File: src/rtl/rst_seq_ctrl_pkg.sv
// Shared configuration for the reset sequencer: state encoding, default
// parameter values and width helpers used by the sequencer and its users.
package rst_seq_ctrl_pkg;

  typedef enum logic [1:0] {
    ST_HOLD = 2'd0,
    ST_WAIT = 2'd1,
    ST_RUN  = 2'd2,
    ST_ERR  = 2'd3
  } seq_state_e;

  localparam int unsigned DEF_NUM_DOM  = 2;
  localparam int unsigned DEF_HOLD_CYC = 4;
  localparam int unsigned DEF_TMO_CYC  = 64;

  function automatic int unsigned max_u(input int unsigned a, input int unsigned b);
    return (a > b) ? a : b;
  endfunction

  // Width of a domain index; a single domain still needs one bit.
  function automatic int unsigned idx_width(input int unsigned n);
    return (n > 1) ? $clog2(n) : 1;
  endfunction

  // Shared hold/timeout counter width; both limits count 0..LIMIT-1.
  function automatic int unsigned cnt_width(input int unsigned hold, input int unsigned tmo);
    return $clog2(max_u(hold, tmo));
  endfunction

endpackage

File: src/rtl/rst_seq_ctrl.sv
// Reset sequencer: holds every domain in reset, then releases the domains
// one at a time in index order, waiting for each to report its synchronized
// release before moving on. Reports RUN, or ERR with the failing domain.
module rst_seq_ctrl
  import rst_seq_ctrl_pkg::*;
#(
  parameter int unsigned NUM_DOM  = DEF_NUM_DOM,
  parameter int unsigned HOLD_CYC = DEF_HOLD_CYC,
  parameter int unsigned TMO_CYC  = DEF_TMO_CYC
) (
  input  logic                              CLK,
  input  logic                              RST,
  input  logic                              SW_RST_REQ,
  input  logic [NUM_DOM-1:0]                DOM_DONE,
  output logic [NUM_DOM-1:0]                DOM_RST_N,
  output logic                              SEQ_BUSY,
  output logic                              SEQ_DONE,
  output logic                              SEQ_ERR,
  output logic [idx_width(NUM_DOM)-1:0]     ERR_DOM
);

  localparam int unsigned IDX_W = idx_width(NUM_DOM);
  localparam int unsigned CNT_W = cnt_width(HOLD_CYC, TMO_CYC);

  localparam logic [CNT_W-1:0] HOLD_LAST = CNT_W'(HOLD_CYC - 1);
  localparam logic [CNT_W-1:0] TMO_LAST  = CNT_W'(TMO_CYC - 1);
  localparam logic [IDX_W-1:0] IDX_LAST  = IDX_W'(NUM_DOM - 1);

  seq_state_e         state_q, state_d;
  logic [CNT_W-1:0]   cnt_q, cnt_d;
  logic [IDX_W-1:0]   idx_q, idx_d;
  logic [NUM_DOM-1:0] dom_rst_n_q, dom_rst_n_d;
  logic               seq_busy_q, seq_busy_d;
  logic               seq_done_q, seq_done_d;
  logic               seq_err_q, seq_err_d;
  logic [IDX_W-1:0]   err_dom_q, err_dom_d;

  logic               cur_done;
  logic [NUM_DOM-1:0] nxt_rel;
  logic               any_fall;
  logic [IDX_W-1:0]   fall_idx;

  // Done status of the domain currently being released; higher bits ignored.
  always_comb begin
    cur_done = 1'b0;
    for (int unsigned i = 0; i < NUM_DOM; i++) begin
      if (idx_q == IDX_W'(i)) begin
        cur_done = DOM_DONE[i];
      end
    end
  end

  // One-hot mask of the domain that follows the current one.
  always_comb begin
    nxt_rel = '0;
    for (int unsigned i = 0; i < NUM_DOM; i++) begin
      if (i == 32'(idx_q) + 32'd1) begin
        nxt_rel[i] = 1'b1;
      end
    end
  end

  // Lowest-index domain whose done status has dropped.
  always_comb begin
    any_fall = 1'b0;
    fall_idx = '0;
    for (int unsigned i = 0; i < NUM_DOM; i++) begin
      if (!DOM_DONE[i] && !any_fall) begin
        any_fall = 1'b1;
        fall_idx = IDX_W'(i);
      end
    end
  end

  // Next-state and registered-output logic; a software request overrides all.
  always_comb begin
    state_d     = state_q;
    cnt_d       = cnt_q;
    idx_d       = idx_q;
    dom_rst_n_d = dom_rst_n_q;
    err_dom_d   = err_dom_q;

    if (SW_RST_REQ) begin
      state_d     = ST_HOLD;
      cnt_d       = '0;
      idx_d       = '0;
      dom_rst_n_d = '0;
      err_dom_d   = '0;
    end else begin
      case (state_q)
        ST_HOLD: begin
          dom_rst_n_d = '0;
          if (cnt_q == HOLD_LAST) begin
            dom_rst_n_d[0] = 1'b1;
            idx_d          = '0;
            cnt_d          = '0;
            state_d        = ST_WAIT;
          end else begin
            cnt_d = cnt_q + 1'b1;
          end
        end
        ST_WAIT: begin
          // A done seen on the last timeout cycle still counts as success.
          if (cur_done) begin
            if (idx_q == IDX_LAST) begin
              state_d = ST_RUN;
            end else begin
              idx_d       = idx_q + 1'b1;
              cnt_d       = '0;
              dom_rst_n_d = dom_rst_n_q | nxt_rel;
            end
          end else if (cnt_q == TMO_LAST) begin
            state_d   = ST_ERR;
            err_dom_d = idx_q;
          end else begin
            cnt_d = cnt_q + 1'b1;
          end
        end
        ST_RUN: begin
          if (any_fall) begin
            state_d   = ST_ERR;
            err_dom_d = fall_idx;
          end
        end
        ST_ERR: begin
          state_d = ST_ERR;
        end
        default: begin
          state_d = ST_HOLD;
        end
      endcase
    end

    seq_busy_d = (state_d == ST_HOLD) || (state_d == ST_WAIT);
    seq_done_d = (state_d == ST_RUN);
    seq_err_d  = (state_d == ST_ERR);
  end

  // State and output registers with asynchronous active-low reset.
  always_ff @(posedge CLK or negedge RST) begin
    if (!RST) begin
      state_q     <= ST_HOLD;
      cnt_q       <= '0;
      idx_q       <= '0;
      dom_rst_n_q <= '0;
      seq_busy_q  <= 1'b1;
      seq_done_q  <= 1'b0;
      seq_err_q   <= 1'b0;
      err_dom_q   <= '0;
    end else begin
      state_q     <= state_d;
      cnt_q       <= cnt_d;
      idx_q       <= idx_d;
      dom_rst_n_q <= dom_rst_n_d;
      seq_busy_q  <= seq_busy_d;
      seq_done_q  <= seq_done_d;
      seq_err_q   <= seq_err_d;
      err_dom_q   <= err_dom_d;
    end
  end

  assign DOM_RST_N = dom_rst_n_q;
  assign SEQ_BUSY  = seq_busy_q;
  assign SEQ_DONE  = seq_done_q;
  assign SEQ_ERR   = seq_err_q;
  assign ERR_DOM   = err_dom_q;

endmodule

File: config.mk
export PLATFORM = sky130hd
export DESIGN_NAME = rst_seq_ctrl
export DESIGN_NICKNAME = d
export VERILOG_FILES = /design/src/rtl/rst_seq_ctrl_pkg.sv /design/src/rtl/rst_seq_ctrl.sv
export SDC_FILE = /design/constraint.sdc
export NUM_CORES = 1
export LEC_CHECK = 0
export ABC_CLOCK_PERIOD_IN_PS = 1870
export CORE_MARGIN = 4
export CORE_UTILIZATION = 52
export CTS_CLUSTER_DIAMETER = 30
export CTS_CLUSTER_SIZE = 28
export DETAILED_ROUTE_END_ITERATION = 10
export PLACE_DENSITY = 0.82
export SYNTH_ARGS = -nofsm -noshare
export SYNTH_HDL_FRONTEND = slang
export SYNTH_SLANG_ARGS = --single-unit
export TNS_END_PERCENT = 5
File: constraint.sdc
create_clock -name CLK -period 1.87 [get_ports CLK]
set_input_delay 0.4675 -clock CLK [delete_from_list [all_inputs] [get_ports CLK]]
set_output_delay 0.4675 -clock CLK [all_outputs]
set_load 0.01 [all_outputs]
* Word level (Yosys, flattened, before mapping) *
Index checks and enable logic that the tools add are counted.
W data, S select, Z words.

storage, ports and cells
  output and inout bits = 6
  register bits = 15

operators by class
  reductions and logical operators = 12
  bitwise logic cells = 1
  equality and inequality tests = 17
  multiplexer cells = 34
  add/sub/neg operators = 3

operator list
  cell                   count
  $logic_not A32 Y1      1
  $mux W6                5
  $mux W2                9
  $ne A3 B3 Y1 const B   6
  $mux W1                15
  $pmux W6 S2            1
  $reduce_and A3 Y1      3
  $eq A2 B2 Y1 const B   4
  $ne A4 B4 Y1 const B   2
  $pmux W2 S4            1
  $add A6 B1 Y6 const B  1
  $eq A6 B2 Y1 const B   1
  $eq A6 B6 Y1 const B   1
  $reduce_bool A3 Y1     2
  $eq A2 B1 Y1 const B   2
  $logic_not A2 Y1       2
  $pmux W1 S2            2
  $pmux W2 S2            1
  $reduce_and A4 Y1      1
  $add A1 B1 Y2 const B  1
  $eq A1 B2 Y1 const A   1
  $or A2 B2 Y2           1
  $add A1 B1 Y1 const B  1
  $logic_and A1 B1 Y1    1
  2 further kinds        2

* Depth between registers and ports, before layout *
  depth after elaboration = 8
  gate-level depth with buffers = 5
  depth with buffers taken out = 5

* Worst setup path before layout *
OpenSTA, ideal clock, no wires.

  path type = register to register
  from = register cnt_q[0]
  to = register cnt_q[5]
  clock period less this slack = 1.670 ns
  buffers on the path = 0
  slack = 0.200 ns
  library setup time = 0.082 ns
  stages on the path, launching flop included = 6
  data arrival time = 1.587 ns
  cell sequence = dfrtp_1 ha_1 nand3_1 o41ai_4 or4b_1 o22ai_1

on the way
  word-level cells in the longest chain between the ends = 5

ends and longest elaborated chain
  what                      line                                     source
  start: declaration        rst_seq_ctrl.sv:30                       logic [CNT_W-1:0] cnt_q, cnt_d;
  start signal: assignment  rst_seq_ctrl.sv:152                      cnt_q <= cnt_d;
  $add A6 B1 Y6             rst_seq_ctrl.sv:99, rst_seq_ctrl.sv:116
  $mux W6                   rst_seq_ctrl.sv:112                      end else if (cnt_q == TMO_LAST) begin
  $mux W6                   rst_seq_ctrl.sv:104                      if (cur_done) begin
  $pmux W6 S2               rst_seq_ctrl.sv:90                       case (state_q)
  $mux W6                   rst_seq_ctrl.sv:83                       if (SW_RST_REQ) begin

Several ways; a longest one is shown, not always the timed one. The select of a mux whose other input is x is not followed.
A chain may end at the register's enable or synchronous reset.

* Final worst setup path *
  from = register seq_busy_q, in the netlist SEQ_BUSY
  to = output SEQ_BUSY

RTL lines
  what                      line                 source
  start: declaration        rst_seq_ctrl.sv:33   logic seq_busy_q, seq_busy_d;
  start signal: assignment  rst_seq_ctrl.sv:155  seq_busy_q <= seq_busy_d;
  end: declaration          rst_seq_ctrl.sv:16   output logic SEQ_BUSY,

No word-level cell between the ends.

==> flow_summary_export.csv <==
group,metric,value,unit
route,dr.pass1.iters,4,
power,total_power,673,µW
layout,stdcell_area,1070,µm²
timing,hold_viol,0,
logic_synthesis,netlist_instances,82,
critical_path,path_cells,"clkdlybuf4s50_1",
route,ant_nets,0,
flow_run,cap_violations,0,
clock_network,htree_levels,1,
power,clockPowerShare,27.3,%
floorplan,pin_count,11,
layout,drive_above_1_share,20.0,%
min_path,hp-class,"input port to asynchronous set/reset pin",
logic_synthesis,synth.area.top_cells,"dfrtp_1, nand2b_1, a21oi_1, o41ai_4, dfstp_2",
global_route,grt_max_degree,16,
critical_path,cp.depth,1,
timing,post-route-period-util,96.1,%
clock_network,path_clk_slew,90,ps
critical_path,critPathTopFamily,"flip-flops",
critical_path,critPathBufInv,1,
layout,nFillCells,110,
status,outcome,"completed",
clock_network,cts_root_buffer,"clkbuf_4",
global_route,grt_use_total,19.4,%
logic_synthesis,yosysWarnings,0,
logic_synthesis,yosysSeqAreaShare,45.3,%
power,vdd_drop_max,0.469,mV
timing,rsz0062_at_grt,"no",
power,seqPwrFrac,53.7,%
power,combPwrFrac,19.1,%
timing,fmax,0.556,GHz
logic_synthesis,synth_nets,88,
clock_network,clockBufferDepth,2,
global_route,grt_pass1_vias,747,
timing,fin_crit,1800,ps
placement,placed_area,1040,µm²
placement,dp_hpwl,1.39,mm
timing,setup_viol,0,
critical_path,crit_fanout,1,
route,vias_per_cell,6.17,
logic_synthesis,syn_area,831,µm²
layout,antenna_cells,0,
global_route,antenna_found_initial,0,
power,internal_power,486,µW
floorplan,fp.dieH,48.0,µm
logic_synthesis,avgSynthCellArea,10.1,µm²
timing,tightest_slew,343,ps
critical_path,reg2reg_from,"cnt_q[0]",
logic_synthesis,post_synth_num_cell_types,35,
critical_path,crit_path_end_kind,"primary output",
logic_synthesis,synth_top_area_share,42.2,%
route,num_vias,747,
placement,port_buffers,10,
timing,worst_slew_margin_rel,77.1,%
timing,slew_viol_final,0,
critical_path,start_kind,"register",
power,p_sw,186,µW
critical_path,worst_path_max_delay_cell,"dfstp_2",
critical_path,slowest_delay,530,ps
timing,fin_ws,72.3,ps
logic_synthesis,ys_ff_latch,15,
critical_path,startpoint,"SEQ_BUSY",
timing,skew,2.09,ps
logic_synthesis,synth_top_cell_by_area,"dfrtp_1",
route,post_drt_wl_per_cell,14.6,µm
clock_network,cts_tree,"yes",
critical_path,crit_required,1400,ps
floorplan,die_w,48.0,µm
power,leakagePower,0.000479,µW
clock_network,cts_sinks,15,
clock_network,clk_latency,280,ps
power,switching_share,27.7,%
placement,pre_cts_slack,-185,ps
global_route,overflow,0,
critical_path,reg2regPathDepth,6,
critical_path,critPathKind,"register to primary output",
route,drtIter0Drc,9,
route,wirelength,1.77,mm
layout,layout.nets,112,
critical_path,critPathArrivalTime,1330,ps
floorplan,core-area,1510,µm²
placement,routabilityCongestion,0.874,
floorplan,initial_core_util,55.1,%
clock_network,cts_buffers,3,
layout,syn2layout_area_growth,28.6,%
power,power_density,630,nW/µm²
route,drc,0,
floorplan,dieArea,2300,µm²
global_route,grt_pass1_wl,3.08,mm
floorplan,num_rows,14,
## layer usage
layer  share of wire (%)  track usage, %
met2                  50            29.3
met1                  44            25.6
met4                 1.2            8.60
met5                   0               0
met3                 4.7            5.64
## logic make-up after synthesis
group,synth area share (%)
AOI/OAI and AO/OA,26.8
adders and majority gates,1.51
buffers and inverters,4.22
DFF,45.3
and+or+nand+nor,22.1
## repair_timing
action	4_1_cts	5_1_grt
setup endpoints to repair	0	2
resized for setup	0	1
hold buffers	0	0
setup buffers	0	0
## cells in the final DEF, fill, tap and decap left out, drive strengths merged
| cell | n |
|---|---|
| nor3 | 2 |
| o22ai | 1 |
| clkbuf | 4 |
| a311oi | 1 |
| a221oi | 1 |
| nand2 | 2 |
| or4b | 1 |
| o2bb2ai | 1 |
| nor2b | 2 |
| a21oi | 6 |
| o41a | 1 |
| a211oi | 1 |
| inv | 7 |
| nand4 | 1 |
| or3 | 3 |
| nand3 | 3 |
| a31oi | 4 |
| o31ai | 1 |
| dfstp | 1 |
| o32ai | 3 |
| and2 | 2 |
| dfrtp | 14 |
| o21ai | 4 |
| o41ai | 2 |
| nand2b | 8 |
| ha | 1 |
| clkdlybuf4s50 | 10 |
| nand3b | 2 |
| nor2 | 5 |
| buf | 11 |
## state kept, by name, indices dropped and copies added, names as in the netlist
| signal | flops |
|---|---|
| DOM_RST_N | 2 |
| cnt_q | 6 |
| ERR_DOM | 1 |
| SEQ_BUSY | 1 |
| SEQ_ERR | 1 |
| SEQ_DONE | 1 |
| state_q | 2 |
| idx_q | 1 |
## final cells by class
type | instances | area [µm²] | area share (%)
Tap cell | 16 | 20.0 | 1.87
Sequential cell | 15 | 377 | 35.2
Inverter | 7 | 26.3 | 2.46
Timing Repair Buffer | 21 | 195 | 18.3
Multi-Input combinational cell | 58 | 424 | 39.7
Clock buffer | 4 | 26.3 | 2.46
## cell usage after synthesis
library cell	n
dfrtp_1	14
nand2b_1	8
a21oi_1	6
inv_1	6
nor2_1	5
a31oi_1	3
nand3_1	3
o32ai_1	3
or3_1	3
and2_1	2
nand2_1	2
nand3b_1	2
nor3_1	2
o21ai_0	2
a211oi_1	1
a221oi_1	1
a311oi_1	1
a31oi_4	1
buf_2	1
clkbuf_1	1
dfstp_2	1
ha_1	1
inv_2	1
nand4_1	1
nor2b_1	1
nor2b_4	1
o21ai_1	1
o21ai_4	1
o22ai_1	1
o2bb2ai_1	1
o31ai_1	1
o41a_1	1
o41ai_1	1
o41ai_4	1
or4b_1	1
## power groups by stage
stage	clock network (µW)	logic, µW	registers [µW]
final	183	128	361
after floorplan	0	68.1	362
after detailed placement	0	128	367
after CTS	190	129	360
after global placement	0	123	364
after global routing	211	142	364
## per-stage QoR
step                      setup TNS (ps)  util, %  hold slack [ps]  instances
after detailed placement            -513     68.9              530        117
after CTS                              0     70.6              499        121
after global placement              -390     68.9              508        117
final                                  0     70.9              493        121
after global routing                   0     70.9              484        121
after floorplan                        0        -              172         82
## worst paths after layout
| check | to | slack, ps |
|---|---|---|
| min | cnt_q[5] | 490 |
| max | SEQ_BUSY | 70 |
| max reg2reg | cnt_q[3] | 170 |
| min in group CLK | DOM_RST_N[0] | 550 |
| max in group asynchronous | SEQ_BUSY | 1130 |
| min reg2reg | DOM_RST_N[0] | 550 |
Note: power is estimated with default switching activity, not from simulation.
